`src/rtl/async_fifo_pkg.sv`:
```
// Shared definitions for the async FIFO and its read-side stream adapter.
package async_fifo_pkg;

   localparam int unsigned DEF_DATA_WIDTH = 8;
   localparam int unsigned DEF_ADDR_WIDTH = 4;

   // Flush handling states of the read adapter
   typedef enum logic {
      ACTIVE,
      DRAIN_DROP
   } flush_state_e;

   // Circular pointer increment that wraps explicitly at depth-1
   function automatic int unsigned wrap_inc(input int unsigned ptr, input int unsigned depth);
      return (ptr >= depth - 1) ? 0 : ptr + 1;
   endfunction

endpackage

```
`src/rtl/async_fifo_rd_stream_buf.sv`:
```
// Small circular buffer with push/pop/clear and an occupancy count.
module rd_stream_buf
   import async_fifo_pkg::*;
#(
   parameter int unsigned DATA_WIDTH = DEF_DATA_WIDTH,
   parameter int unsigned DEPTH      = 4
) (
   input  logic                         clk_i,
   input  logic                         rst_i,
   input  logic                         clr_i,
   input  logic                         push_i,
   input  logic [DATA_WIDTH-1:0]        wdata_i,
   input  logic                         pop_i,
   output logic [DATA_WIDTH-1:0]        rdata_o,
   output logic [$clog2(DEPTH+1)-1:0]   level_o
);

   localparam int unsigned PTR_W = $clog2(DEPTH);
   localparam int unsigned LVL_W = $clog2(DEPTH + 1);

   logic [DATA_WIDTH-1:0] mem_q [DEPTH];
   logic [PTR_W-1:0]      rd_ptr_q, rd_ptr_d;
   logic [PTR_W-1:0]      wr_ptr_q, wr_ptr_d;
   logic [LVL_W-1:0]      level_q, level_d;

   // Next pointers and occupancy; clear wins over push/pop
   always_comb begin
      rd_ptr_d = rd_ptr_q;
      wr_ptr_d = wr_ptr_q;
      level_d  = level_q;
      if (clr_i) begin
         rd_ptr_d = '0;
         wr_ptr_d = '0;
         level_d  = '0;
      end else begin
         if (push_i) wr_ptr_d = PTR_W'(wrap_inc(32'(wr_ptr_q), DEPTH));
         if (pop_i)  rd_ptr_d = PTR_W'(wrap_inc(32'(rd_ptr_q), DEPTH));
         case ({push_i, pop_i})
            2'b10:   level_d = level_q + LVL_W'(1);
            2'b01:   level_d = level_q - LVL_W'(1);
            default: level_d = level_q;
         endcase
      end
   end

   // Pointer and occupancy registers
   always_ff @(posedge clk_i) begin
      if (rst_i) begin
         rd_ptr_q <= '0;
         wr_ptr_q <= '0;
         level_q  <= '0;
      end else begin
         rd_ptr_q <= rd_ptr_d;
         wr_ptr_q <= wr_ptr_d;
         level_q  <= level_d;
      end
   end

   // Storage write at the tail; contents need no reset
   always_ff @(posedge clk_i) begin
      if (push_i && !clr_i) mem_q[wr_ptr_q] <= wdata_i;
   end

   assign rdata_o = mem_q[rd_ptr_q];
   assign level_o = level_q;

endmodule

```
`src/rtl/async_fifo_rd_stream.sv`:
```
// Read-side adapter: issues FIFO reads against local buffer credit, absorbs
// the one-cycle read latency and presents a valid/ready stream.
module async_fifo_rd_stream
   import async_fifo_pkg::*;
#(
   parameter int unsigned DATA_WIDTH = DEF_DATA_WIDTH,
   parameter int unsigned BUF_DEPTH  = 4,
   parameter int unsigned CNT_WIDTH  = 16
) (
   input  logic                             rclk,
   input  logic                             rrst,
   input  logic                             rempty,
   input  logic [DATA_WIDTH-1:0]            rdata,
   output logic                             rinc,
   output logic                             m_valid,
   output logic [DATA_WIDTH-1:0]            m_data,
   input  logic                             m_ready,
   input  logic                             flush,
   output logic [CNT_WIDTH-1:0]             words_out,
   output logic [$clog2(BUF_DEPTH+1)-1:0]   level
);

   logic                 inflight_q, inflight_d;
   logic                 drop_q, drop_d;
   logic [CNT_WIDTH-1:0] words_q, words_d;
   flush_state_e         state_q, state_d;
   logic                 flush_clr;
   logic                 credit_ok;
   logic                 push;
   logic                 pop;

   // Credit: words held plus the word in flight must leave room for one more
   assign credit_ok = (32'(level) + 32'(inflight_q)) < BUF_DEPTH;
   assign rinc      = !rempty && !flush && !rrst && credit_ok;
   assign m_valid   = (level != '0);
   assign push      = inflight_q && !drop_q && !flush_clr;
   assign pop       = m_valid && m_ready && !flush_clr;

   // Flush FSM state register
   always_ff @(posedge rclk) begin
      if (rrst) state_q <= ACTIVE;
      else      state_q <= state_d;
   end

   // Flush FSM next state; a flush completes in one cycle so ACTIVE is held
   always_comb begin
      state_d = state_q;
      case (state_q)
         ACTIVE:     state_d = ACTIVE;
         DRAIN_DROP: state_d = ACTIVE;
         default:    state_d = ACTIVE;
      endcase
   end

   // Flush FSM output: when to clear the buffer and discard the arriving word
   always_comb begin
      flush_clr = 1'b0;
      case (state_q)
         ACTIVE:  flush_clr = flush;
         default: flush_clr = 1'b1;
      endcase
   end

   // Next values for in-flight tracking, stale-word drop and the counter
   always_comb begin
      inflight_d = rinc;
      drop_d     = flush_clr && inflight_q;
      words_d    = words_q + CNT_WIDTH'(pop);
   end

   // Control registers
   always_ff @(posedge rclk) begin
      if (rrst) begin
         inflight_q <= 1'b0;
         drop_q     <= 1'b0;
         words_q    <= '0;
      end else begin
         inflight_q <= inflight_d;
         drop_q     <= drop_d;
         words_q    <= words_d;
      end
   end

   rd_stream_buf #(
      .DATA_WIDTH (DATA_WIDTH),
      .DEPTH      (BUF_DEPTH)
   ) u_buf (
      .clk_i   (rclk),
      .rst_i   (rrst),
      .clr_i   (flush_clr),
      .push_i  (push),
      .wdata_i (rdata),
      .pop_i   (pop),
      .rdata_o (m_data),
      .level_o (level)
   );

   assign words_out = words_q;

endmodule

```
`config.mk`:
```
export PLATFORM = sky130hd
export DESIGN_NAME = async_fifo_rd_stream
export DESIGN_NICKNAME = d
export VERILOG_FILES = /design/src/rtl/async_fifo_pkg.sv /design/src/rtl/async_fifo_rd_stream_buf.sv /design/src/rtl/async_fifo_rd_stream.sv
export SDC_FILE = /design/constraint.sdc
export NUM_CORES = 1
export LEC_CHECK = 0
export BUFFER_PORTS_ARGS = -buffer_cell sky130_fd_sc_hd__buf_2
export CORE_ASPECT_RATIO = 1.1
export CORE_MARGIN = 1
export CORE_UTILIZATION = 26
export CTS_CLUSTER_SIZE = 30
export DETAILED_ROUTE_END_ITERATION = 10
export GPL_TIMING_DRIVEN = 1
export PLACE_DENSITY = 0.55
export SLEW_MARGIN = 20
export SYNTH_ARGS = -nofsm -noshare
export SYNTH_HDL_FRONTEND = slang
export SYNTH_SLANG_ARGS = --single-unit
```
`constraint.sdc`:
```
create_clock -name rclk -period 2.2 [get_ports rclk]
set_clock_uncertainty 0.05 [all_clocks]
set_input_delay 0.44 -clock rclk [delete_from_list [all_inputs] [get_ports rclk]]
set_output_delay 0.44 -clock rclk [all_outputs]
set_load 0.02 [all_outputs]
```
---- Yosys cells after proc, flatten, opt, wreduce, memory -nomap -nowiden ----
Memories as Yosys holds them, arrays and structs flattened. A register that Yosys moved wholly into a read port is not among the register bits.
Index checks and enable logic that the tools add are counted.
operators by class
  equal/unequal tests ..................... 2
  muxes and demuxes ....................... 7
  reduce and logical (&&, ||, !) cells .... 16
  add/subtract/negate cells ............... 6
  magnitude comparators ................... 3
operators with widths
  operator                                                    count
  adder 16 x 1 -> 16 bit                                      1
  logical AND 1 bit                                           9
  two-way mux 2 bit                                           4
  one-hot mux 3 bit (2 select lines)                          1
  adder 2 x 1 -> 2 bit, second input constant                 2
  adder 3 x 1 -> 4 bit                                        1
  >= comparator 2 bit, second input constant                  2
  zero test 1 bit                                             4
  less-than comparator 4 x 3 -> 1 bit, second input constant  1
  adder 3 x 1 -> 3 bit, second input constant                 1
  nonzero test 3 bit                                          1
  subtractor 3 x 1 -> 3 bit, second input constant            1
  == test 2 x 1 -> 1 bit, second input constant               1
  == test 2 bit, second input constant                        1
  two-way mux 1 bit                                           2
  nonzero test 2 bit                                          1
  OR reduction 2 bit                                          1
storage, ports and cells
  logic and storage cells ................. 41
  bits in writable memories ............... 32
  input port bits ......................... 13
  output and inout bits ................... 29
  memories ................................ 1
  register bits after elaboration ......... 25
memory list
  memory       depth  bits a word  rd ports  clocked after memory_dff  write ports  RTL line                        RTL
  u_buf.mem_q  4      8            1         1                         1            async_fifo_rd_stream_buf.sv:21  logic [DATA_WIDTH-1:0] mem_q [DEPTH];

---- Depth between registers and ports, before layout ----
Gate-level depths: netlist of run 1.
  depth in word-level cells ............... 6
  mapped depth ............................ 9
  mapped depth without buffers ............ 9

---- Modules after synthesis ----
Synthesis of run 1 repeated with hierarchy kept, for this count alone.
unflattened totals
  cell total of the unflattened synthesis .. 177
  area, all modules ....................... 2426.1 µm²
by module, submodules not included
  module                cells an instance  instances  area an instance (µm²)
  rd_stream_buf         87                 1          1597.8
  async_fifo_rd_stream  90                 1          828.3

---- Worst setup path after synthesis of run 1 ----
No wires, ideal clock.
  kind .................................... reg2reg
  from .................................... register u_buf.level_q[2], in the netlist u_buf.level_o[2]
  to ...................................... register u_buf.level_q[2], in the netlist u_buf.level_o[2]
  cell stages (with the launch flop) ...... 10
  setup slack ............................. -0.108 ns
  path buffers ............................ 0
  required time ........................... 2.080 ns
  data arrival time ....................... 2.188 ns
  period minus slack after synthesis ...... 2.308 ns
  path through ............................ dfxtp_1 -> or3_1 -> nand2_1 -> nor2_1 -> ha_1 -> inv_1 -> fa_1 -> xor2_1 -> or3_1 -> a21oi_1
on the way
  longest elaborated chain between the ends .. 5
  elaborated cells on any way between the ends .. 9
  those cells by class .................... add/sub: 2; eq/ne: 2; mux: 1; reduce/logical: 4
ends and longest elaborated chain
  what                                                                             RTL line                        RTL
  from (decl)                                                                      async_fifo_rd_stream_buf.sv:24  logic [LVL_W-1:0] level_q, level_d;
  from (signal assigned)                                                           async_fifo_rd_stream_buf.sv:55  level_q <= level_d;
  nonzero test 3 bit (*)                                                           async_fifo_rd_stream.sv:35      assign m_valid = (level != '0);
  net m_valid                                                                      async_fifo_rd_stream.sv:15      output logic m_valid,
  logical AND 1 bit (*) (2 in a row)                                               async_fifo_rd_stream.sv:37      assign pop = m_valid && m_ready && !flush_clr;
  == test 2 x 1 -> 1 bit / == test 2 bit (equally long branches)                   async_fifo_rd_stream_buf.sv:38  case ({push_i, pop_i})
  one-hot mux 3 bit (2 select lines) / nonzero test 2 bit (equally long branches)  n/a
The timed path passes the listed nets; every way through them passes the cells marked *.
A chain may end at the register's enable or synchronous reset.

---- Worst setup path after layout of run 1 ----
  from .................................... register u_buf.level_q[1], in the netlist u_buf.level_o[1]
  to ...................................... register u_buf.level_q[2], in the netlist u_buf.level_o[2]
on the way
  longest elaborated chain between the ends .. 5
  elaborated cells on any way between the ends .. 9
  those cells by class .................... add/sub: 2; eq/ne: 2; mux: 1; reduce/logical: 4
ends and longest elaborated chain
  what                                                                             RTL line
  nonzero test 3 bit                                                               async_fifo_rd_stream.sv:35
  logical AND 1 bit (2 in a row)                                                   async_fifo_rd_stream.sv:37
  == test 2 x 1 -> 1 bit / == test 2 bit (equally long branches)                   async_fifo_rd_stream_buf.sv:38
  one-hot mux 3 bit (2 select lines) / nonzero test 2 bit (equally long branches)  n/a
Parallel ways exist; a longest one is shown, timed or not.

==> results.md, run 1 <==
- Total leakage power: 0.00111 uW
- Final worst slack: 0.156 ns
- Worst R2R Start: u_buf.level_o[1]$_SDFFE_PP0P_
- Worst skew pair latency: 0.32 ns
- Post-layout util: 0.332
- DR WL/cell: 12.6 um
- Setup Viol. Count Final: 0
- DP HPWL: 3100 um
- Tcrit/Tclk final: 0.929
- Global Route met1 Usage: 0.131
- Max incr delay on CP: 0.37 ns
- Antenna viol nets, final: 0
- Post-Route WL: 4450 um
- Post-synth EDFFs: 32
- Bufs and invs on worst path: 1
- Met2 Use GR: 0.149
- Setup crit end kind: register
- Commonest cells post-synth: 32 x edfxtp_1, 27 x dfxtp_1, 22 x nor2_1, 10 x inv_1
- Reg clk slew, reported paths: 0.06 ns
- Area Overhead vs Synth: 23.1%
- Sequential share of the synthesized area: 0.621
- Hold wc startpoint: rempty
- # rows: 36
- Yosys warning count: 0
- Total clock sinks: 59
- FMAX: 0.489 GHz
- Die extent in x: 94.0 um
- Pre-CTS WS: 0.0249 ns
- Mapped Nets: 204
- Total GRT Usage: 0.103
- Die H: 103 um
- DRT Pass-1 Iters: 4
- Worst VDD drop: 0.221 mV
- CTS Root Cell: clkbuf_8
- Hold depth: 2
- Max_slew headroom: 0.703
- Reg2reg setup slack: 0.16 ns
- Final hold violation count: 0
- Met3 global-route usage: 0.0347
- Count leader, synth: edfxtp_1
- RR Endpoint: u_buf.level_o[2]$_SDFFE_PP0P_
- # Post-CTS Setup Buffers: 0
- Core area: 0.00896 mm2
- Mapped Area: 0.00242 mm2
- Nets: 256
- Cts bufs inserted: 9
- Asr flop ratio synth: 0
- Pwr/cell area: 686 mW/mm2
- Fill cells: 901
- Largest net degree at the start of global routing: 18
- Finished Layout Cells: 353
- Worst Path Required: 2.41 ns
- GP Congestion: 0.720
- Yosys reg bits: 59
- Seq pwr share: 0.571
- Status: complete, no violations
- Area leader, netlist: edfxtp_1
- NetSw: 428 uW
- Crit path launch type: register
- Detailed Route Iter0 Violations: 31
- R2R cell count: 9
- IO buf count: 41
- Routed vias: 1,503
- First-pass GRT wire length: 7220 um
- I/O pin count: 42
- Netlist cell types: 32
- MaxCap Viol Count: 0
- WHS: 0.248 ns
- WHS Endpoint: inflight_q$_SDFF_PP0_
- Slew @ Worst Pin: 0.446 ns
- Ordered list of cells on the worst path: or3_4, nand2_2, nor2_2, ha_2, inv_1, fa_1, xor2_1, or3_1, a21oi_1
- GRT overflow: 0
- Path category of the worst min-delay check: in -> reg
- Maximum fanout along the worst path: 5
- CP delay by family, top: simple AND/OR/NAND/NOR gates
- Combinational share of power: 0.026
- Longest Clk Path Bufs: 2
- Clk pwr share: 0.402
- Sw frac: 0.210
- Cells after Synth: 182
- Ranking of synthesized cells by area: edfxtp_1 40%, dfxtp_1 22%, mux4_2 7.4%
- Slowest CP cell: fa_1
- Crit Path Category: reg -> reg
- Crit path DAT: 2.25 ns
- GRT Max-Usage Layer: met2
- Vias per cell: 4.26
- Tmin final: 2.04 ns
- Initial antenna violation count: 0
- H-tree lvl count: 3
- Avg Cell Area, Syn: 13.3 um2
- Die area: 0.00969 mm2
- Inst Count DP: 337
- DRC viols: 0
- Antenna cell count: 0
- Max-slew violation count: 0
- RSZ-0062 raised after global routing: no
- Yosys top cell area share: 0.397
- Layout cells sized above 1: 0.331
- Pint: 1610 uW
- CTS tree: done
- Initial Utilization: 0.270
- Vias in the first global route: 1,482
- Top FF cell, synth: edfxtp_1
area by class of cell:
cell class | instances | area, um2 | share of cell area
Inverter | 10 | 37.5 | 0.0126
Tap cell | 114 | 143 | 0.0479
Timing Repair Buffer | 46 | 243 | 0.0815
Clock inverter | 4 | 17.5 | 0.00588
Multi-Input combinational cell | 108 | 888 | 0.298
Clock buffer | 12 | 145 | 0.0488
Sequential cell | 59 | 1500 | 0.505
repair_timing:
action                                  4_1_cts  5_1_grt
gates resized for setup                       0        6
hold buffers                                  0        0
endpoints found under the setup margin        0        5
how the worst max path moves through the flow:
stage | from | end | slack [ns] | depth (start not counted)
floorplan | rrst | rinc | -0.01 | 4
global placement | m_ready | u_buf.level_o[2]$_SDFFE_PP0P_ | 0.06 | 9
detailed placement | m_ready | u_buf.level_o[2]$_SDFFE_PP0P_ | 0.02 | 9
CTS | u_buf.level_o[1]$_SDFFE_PP0P_ | u_buf.level_o[2]$_SDFFE_PP0P_ | 0.03 | 9
global route | u_buf.level_o[1]$_SDFFE_PP0P_ | u_buf.level_o[2]$_SDFFE_PP0P_ | 0.03 | 9
finish | u_buf.level_o[1]$_SDFFE_PP0P_ | u_buf.level_o[2]$_SDFFE_PP0P_ | 0.16 | 9
layer usage:
| layer | routed length (um) | part of all wire |
|---|---|---|
| met1 | 2160 | 0.49 |
| met2 | 1960 | 0.44 |
| met3 | 221 | 0.050 |
| met4 | 101 | 0.023 |
| met5 | 0 | 0 |
flip-flops by register name, summed over array words and instances (netlist names), named ones only:
register        count
u_buf.mem_q        32
words_out          16
u_buf.level_o       3
u_buf.rd_ptr_q      2
u_buf.wr_ptr_q      2
drop_q              1
inflight_q          1
power by group through the flow:
stage / clock [uW] / sequential [uW] / combinational (uW)
2_1_floorplan: 0 / 1190 / 24.8
6_report: 821 / 1170 / 53.7
3_5_place_dp: 0 / 1190 / 53.7
4_1_cts: 845 / 1170 / 53.7
5_1_grt: 897 / 1170 / 60.6
3_3_place_gp: 0 / 1190 / 52.2
stage by stage:
stage,power (uW),cell area (um2),setup TNS (ns)
detailed placement,1240,2790,0
finish,2040,2980,0
global placement,1240,2790,0
global route,2120,2980,0
floorplan,1220,2420,-0.0127
CTS,2070,2950,0
cells by family after synthesis:
family | Yosys count | synth area share
buffers and inverters | 15 | 0.0243
muxes | 8 | 0.0745
AOI/OAI and AO/OA | 13 | 0.0279
xor gates and xnor gates | 13 | 0.0471
and+or+nand+nor | 65 | 0.156
adders and majority gates | 9 | 0.0497
DFF | 59 | 0.621
cell usage in the layout (no fill, tap or decap), types with 2 or more instances in the layout:
| cell type | n |
|---|---|
| a21oi_1 | 9 |
| clkinv_2 | 2 |
| clkinv_1 | 2 |
| nor3_1 | 4 |
| ha_1 | 7 |
| clkbuf_8 | 10 |
| or3_1 | 4 |
| xnor2_1 | 9 |
| and2_1 | 4 |
| nand4_4 | 2 |
| nand2_1 | 7 |
| nand3_1 | 6 |
| o21ai_0 | 3 |
| inv_1 | 10 |
| nor2b_1 | 3 |
| nor4_4 | 2 |
| buf_4 | 5 |
| buf_2 | 41 |
| xor2_1 | 4 |
| nor2_1 | 21 |
| edfxtp_1 | 32 |
| mux4_2 | 8 |
| clkbuf_1 | 2 |
| nor4_1 | 2 |
| dfxtp_1 | 26 |
Power figures use the tool's default switching activity.
==> inputs of run 2 (changes only) <==
--- a/config.mk
+++ b/config.mk
@@ -6,7 +6,7 @@
 export NUM_CORES = 1
 export LEC_CHECK = 0
 export BUFFER_PORTS_ARGS = -buffer_cell sky130_fd_sc_hd__buf_2
-export CORE_ASPECT_RATIO = 1.1
+export CORE_ASPECT_RATIO = 0.6
 export CORE_MARGIN = 1
 export CORE_UTILIZATION = 26
 export CTS_CLUSTER_SIZE = 30
==> run 2 against run 1 <==
  * Total power rose by 31%
  * Count of clock-buffer cells in the layout fell by 3
  * Wire length rose by 5.1%
  * Register-to-register slack barely moved
  * Sequential power barely moved
  * Clock power rose by 78%
  * Worst setup slack got worse by 0.0032 ns
  * Combinational power barely moved
  * Maximum frequency fell by 0.15%
  * Via count rose by 0.53%
  * Largest power group is now the clock network
==> results.md, run 2 (same netlist as run 1, synthesis figures left out) <==
- Tmin final: 2.05 ns (was 2.04 ns)
- Tcrit/Tclk final: 0.930 (was 0.929)
- Area Overhead vs Synth: 30.1% (was 23.1%)
- WHS: 0.248 ns (about the same)
- Fill cells: 855 (was 901)
- GRT overflow: 0 (unchanged)
- Slew @ Worst Pin: 0.453 ns (was 0.446 ns)
- Reg2reg setup slack: 0.17 ns (was 0.16 ns)
- Die extent in x: 127 um (was 94.0 um)
- Die H: 76.7 um (was 103 um)
- First-pass GRT wire length: 7790 um (was 7220 um)
- Worst R2R Start: u_buf.level_o[0]$_SDFFE_PP0P_ (was u_buf.level_o[1]$_SDFFE_PP0P_)
- DR WL/cell: 13.2 um (was 12.6 um)
- Antenna viol nets, final: 0 (unchanged)
- Total clock sinks: 59 (unchanged)
- Max-slew violation count: 0 (unchanged)
- Path category of the worst min-delay check: in -> reg (unchanged)
- Nets: 258 (was 256)
- Routed vias: 1,511 (was 1,503)
- RSZ-0062 raised after global routing: no (unchanged)
- Worst skew pair latency: 0.32 ns (about the same)
- Vias per cell: 4.28 (was 4.26)
- Worst setup path endpoint: m_data[0] (was u_buf.level_o[2]$_SDFFE_PP0P_)
- Commonest non-fill, non-tap cell in the layout: buf_2 (unchanged)
- Cts bufs inserted: 9 (unchanged)
- FMAX: 0.489 GHz (about the same)
- Longest Clk Path Bufs: 2 (unchanged)
- Die area: 0.00970 mm2 (was 0.00969 mm2)
- MaxCap Viol Count: 0 (unchanged)
- Core area: 0.00875 mm2 (was 0.00896 mm2)
- # rows: 26 (was 36)
- Initial antenna violation count: 0 (unchanged)
- Largest net degree at the start of global routing: 18 (unchanged)
- Antenna cell count: 0 (unchanged)
- Max_slew headroom: 0.698 (was 0.703)
- Largest register FFs: 32 (unchanged)
- I/O pin count: 42 (unchanged)
- R2R cell count: 9 (unchanged)
- Final worst slack: 0.153 ns (was 0.156 ns)
- DRC viols: 0 (unchanged)
- Status: complete, no violations (unchanged)
- Vias in the first global route: 1,504 (was 1,482)
- Post-Route WL: 4680 um (was 4450 um)
- Setup Viol. Count Final: 0 (unchanged)
- # Post-CTS Setup Buffers: 0 (unchanged)
- Reg clk slew, reported paths: 0.05 ns (was 0.06 ns)
- CTS tree: done (unchanged)
- DP HPWL: 3380 um (was 3100 um)
- DRT Pass-1 Iters: 4 (unchanged)
- Detailed Route Iter0 Violations: 97 (was 31)
- TNS Setup: 0 ns (unchanged)
- Initial Utilization: 0.276 (was 0.270)
- Pre-CTS WS: 0.0442 ns (was 0.0249 ns)
- Total leakage power: 0.00118 uW (was 0.00111 uW)
- GP Congestion: 0.720 (about the same)
- Worst VDD drop: 0.467 mV (was 0.221 mV)
- Maximum fanout along the worst path: 8 (was 5)
- Layout cells sized above 1: 0.340 (was 0.331)
- Final hold violation count: 0 (unchanged)
- Crit Path Category: reg -> out (was reg -> reg)
- Crit path DAT: 1.56 ns (was 2.25 ns)
- Setup crit end kind: output port (was register)
- H-tree lvl count: 3 (unchanged)
- Worst Path Required: 1.71 ns (was 2.41 ns)
- Pwr/cell area: 851 mW/mm2 (was 686 mW/mm2)
- Crit path launch type: register (unchanged)
- Total GRT Usage: 0.108 (was 0.103)
- Most frequent cells in the layout: 41 x buf_2, 32 x edfxtp_1, 27 x dfxtp_1, 21 x nor2_1, 10 x inv_1 (was 41 x buf_2, 32 x edfxtp_1, 26 x dfxtp_1, 21 x nor2_1)
- CTS Root Cell: clkbuf_16 (was clkbuf_8)
- RR Endpoint: u_buf.level_o[2]$_SDFFE_PP0P_ (unchanged)
- Largest Register: u_buf.mem_q (unchanged)
- IO buf count: 41 (unchanged)
-- run 2: cell count changes in the layout (fill, tap and decap cells not counted), moves of 2 or more --
| cell | delta |
|---|---|
| clkinv_4 | +2 |
| clkbuf_8 | -10 |
| buf_4 | +2 |
| clkinv_2 | -2 |
| clkbuf_1 | -2 |
| bufinv_16 | +2 |
| clkbuf_16 | +9 |
-- run 2: layout make-up --
class / count / area [um2] / area share
Timing Repair Buffer: 48 / 258 / 0.0819
Multi-Input combinational cell: 108 / 891 / 0.283
Tap cell: 112 / 140 / 0.0446
Clock buffer: 9 / 225 / 0.0716
Clock inverter: 7 / 92.6 / 0.0294
Sequential cell: 59 / 1500 / 0.477
Inverter: 10 / 37.5 / 0.0119
-- run 2: worst min-delay path by stage --
stage	start	endpoint	slack [ns]	depth (start not counted)
floorplan	inflight_q$_SDFF_PP0_	drop_q$_SDFF_PP0_	0.38	2
global placement	inflight_q$_SDFF_PP0_	drop_q$_SDFF_PP0_	0.42	2
detailed placement	inflight_q$_SDFF_PP0_	drop_q$_SDFF_PP0_	0.41	2
CTS	rempty	inflight_q$_SDFF_PP0_	0.23	2
global route	rempty	inflight_q$_SDFF_PP0_	0.24	2
finish	rempty	inflight_q$_SDFF_PP0_	0.25	2
-- run 2: per-stage QoR --
stage	utilization	total power (uW)	instances	cell area, um2
2_1_floorplan	-	1220	182	2420
3_3_place_gp	0.320	1240	337	2800
3_5_place_dp	0.320	1250	337	2800
4_1_cts	0.356	2720	353	3120
5_1_grt	0.359	2780	353	3150
6_report	0.359	2680	353	3150
-- run 2: critical path, cell delays in order (launching register included) --
cell,delay (ns)
dfxtp_1,0.30
buf_4,0.20
mux4_2,0.55
buf_2,0.18
-- run 2: what timing repair did --
action,CTS,global route
endpoints found under the setup margin,0,4
resized for setup,0,5
hold buffers,0,0
-- run 2: where the power goes --
group          internal (uW)  switching [uW]  leakage, uW
Combinational           21.0            32.9     0.000527
Sequential              1170            2.08     0.000506
Clock                    985             471     0.000151
-- run 2: per-layer routing --
layer | global-route usage | share of wire | routed length, um
met5 | 0 | 0 | 0
met3 | 0.0495 | 0.056 | 263
met1 | 0.149 | 0.53 | 2470
met4 | 0.0434 | 0.018 | 82
met2 | 0.145 | 0.40 | 1860
==> inputs of run 3 (changes only) <==
==> constraint.sdc (replaced) <==
create_clock -name rclk -period 2.2 [get_ports rclk]
set_clock_uncertainty 0.05 [all_clocks]
set_input_delay 0.22 -clock rclk [delete_from_list [all_inputs] [get_ports rclk]]
set_output_delay 0.22 -clock rclk [all_outputs]
set_load 0.02 [all_outputs]
==> run 3 against run 2 <==
  * Highest routed layer unchanged
  * Critical path type is now reg -> reg
  * Maximum frequency shrank 0.98%
  * Sequential power barely moved
  * Count of clock-buffer cells in the layout up 3
  * Die area unchanged
  * Final cell count down 1.1%
  * Register-to-register slack got worse by 0.04 ns
  * Global-route usage up 0.23 points
==> results.md, run 3 (same netlist as run 1, synthesis figures left out) <==
- Total GRT Usage: 0.111 (was 0.108)
- I/O pin count: 42 (unchanged)
- FMAX: 0.484 GHz (was 0.489 GHz)
- Nets: 254 (was 258)
- CTS tree: done (unchanged)
- Cts bufs inserted: 9 (unchanged)
- Crit Path Category: reg -> reg (was reg -> out)
- IO buf count: 41 (unchanged)
- Combinational share of power: 0.020 (about the same)
- Die extent in x: 127 um (unchanged)
- GRT overflow: 0 (unchanged)
- Antenna viol nets, final: 0 (unchanged)
- Largest register FFs: 32 (unchanged)
- DP HPWL: 3350 um (was 3380 um)
- Tcrit/Tclk final: 0.940 (was 0.930)
- Longest Clk Path Bufs: 2 (unchanged)
- Slew @ Worst Pin: 0.458 ns (was 0.453 ns)
- Maximum fanout along the worst path: 5 (was 8)
- Largest Register: u_buf.mem_q (unchanged)
- Initial antenna violation count: 0 (unchanged)
- Max_slew headroom: 0.695 (was 0.698)
- Total leakage power: 0.00116 uW (was 0.00118 uW)
- Seq pwr share: 0.437 (was 0.436)
- Vias in the first global route: 1,512 (was 1,504)
- Die area: 0.00970 mm2 (unchanged)
- GP Congestion: 0.733 (was 0.720)
- Post-route cell area: 0.00313 mm2 (was 0.00315 mm2)
- Tmin final: 2.07 ns (was 2.05 ns)
- # rows: 26 (unchanged)
- Most frequent cells in the layout: 41 x buf_2, 32 x edfxtp_1, 25 x dfxtp_1, 21 x nor2_1, 11 x clkbuf_16 (was 41 x buf_2, 32 x edfxtp_1, 27 x dfxtp_1, 21 x nor2_1, 10 x inv_1)
- Clk pwr share: 0.543 (was 0.544)
- Reg clk slew, reported paths: 0.05 ns (about the same)
- RSZ-0062 raised after global routing: no (unchanged)
- Cts hold-fix bufs: 0 (unchanged)
- Crit path DAT: 2.26 ns (was 1.56 ns)
- Commonest non-fill, non-tap cell in the layout: buf_2 (unchanged)
- First-pass GRT wire length: 7890 um (was 7790 um)
- Worst Path Required: 2.39 ns (was 1.71 ns)
- Worst skew pair latency: 0.32 ns (about the same)
- Total clock sinks: 59 (unchanged)
- DRC viols: 0 (unchanged)
- DR WL/cell: 13.6 um (was 13.2 um)
- MaxCap Viol Count: 0 (unchanged)
- Layout cells sized above 1: 0.342 (was 0.340)
- TNS Setup: 0 ns (unchanged)
- Max-slew violation count: 0 (unchanged)
- Pint: 2190 uW (was 2170 uW)
- Area Overhead vs Synth: 29.4% (was 30.1%)
- Largest net degree at the start of global routing: 19 (was 18)
- Core area: 0.00875 mm2 (unchanged)
- NetSw: 485 uW (was 506 uW)
- Worst VDD drop: 0.402 mV (was 0.467 mV)
- DP Area: 0.00277 mm2 (was 0.00280 mm2)
- Path category of the worst min-delay check: in -> reg (unchanged)
- Post-Route WL: 4750 um (was 4680 um)
- Setup Viol. Count Final: 0 (unchanged)
- Crit path launch type: register (unchanged)
- Pwr/cell area: 855 mW/mm2 (was 851 mW/mm2)
- Status: complete, no violations (unchanged)
- Die H: 76.7 um (unchanged)
- Antenna cell count: 0 (unchanged)
- Setup crit end kind: register (was output port)
- H-tree lvl count: 3 (unchanged)
- Detailed Route Iter0 Violations: 97 (unchanged)
- Initial Utilization: 0.276 (unchanged)
- Sw frac: 0.181 (was 0.189)
- Final hold violation count: 0 (unchanged)
- Routed vias: 1,508 (was 1,511)
- DRT Pass-1 Iters: 4 (unchanged)
- Vias per cell: 4.32 (was 4.28)
- CTS Root Cell: clkbuf_16 (unchanged)
- # Post-CTS Setup Buffers: 0 (unchanged)
[run 3: worst max-delay path, stage by stage, from the launching register on]
cell,delay [ns]
dfxtp_2,0.36
or3_4,0.15
nand2_2,0.08
nor2_4,0.16
ha_4,0.16
inv_1,0.05
fa_1,0.37
xor2_1,0.16
or3_1,0.30
a21oi_1,0.15
[run 3: per-layer routing]
metal | global-route usage | wire, um
met5 | 0 | 0
met4 | 0.0470 | 53
met3 | 0.0530 | 249
met2 | 0.151 | 2080
met1 | 0.147 | 2360
[run 3: power by group through the flow]
stage / combinational, uW / sequential [uW] / clock, uW
floorplan: 24.9 / 1190 / 0
global placement: 51.8 / 1190 / 0
detailed placement: 52.4 / 1190 / 0
CTS: 52.9 / 1170 / 1480
global route: 59.2 / 1170 / 1540
finish: 53.5 / 1170 / 1450
[run 3: repair_timing]
item,4_1_cts,5_1_grt
gates resized for setup,2,5
setup endpoints to repair,1,5
pin swaps,0,1
[run 3: metrics by stage]
step	total power, uW	utilization	setup slack [ns]	std cells	hold slack, ns
after global routing	2770	0.358	0.0116	349	0.0324
after global placement	1240	0.317	0.0414	333	0.370
after detailed placement	1240	0.317	0.0178	333	0.365
after floorplan	1220	-	0.0122	182	0.249
after CTS	2700	0.354	0.0519	349	0.0226
final	2680	0.358	0.133	349	0.0336
[run 3: path summary, 6_finish.rpt]
path                                 startpoint                             to  slack [ns]  cells after the start
setup reg to reg  u_buf.level_o[0]$_SDFFE_PP0P_  u_buf.level_o[2]$_SDFFE_PP0P_        0.13                      9
setup / recovery  u_buf.level_o[0]$_SDFFE_PP0P_  u_buf.level_o[2]$_SDFFE_PP0P_        0.13                      9
hold reg to reg   u_buf.level_o[2]$_SDFFE_PP0P_          inflight_q$_SDFF_PP0_        0.42                      1
hold / removal                           rempty          inflight_q$_SDFF_PP0_        0.03                      2
[run 3: area by class of cell]
class	count	area (um2)
fillers	862	5620
multi-input cells	108	897
well taps	112	140
repair buffers	44	228
inverters	10	37.5
clock buffers	12	279
clock inverters	4	43.8
flip-flops and latches	59	1500
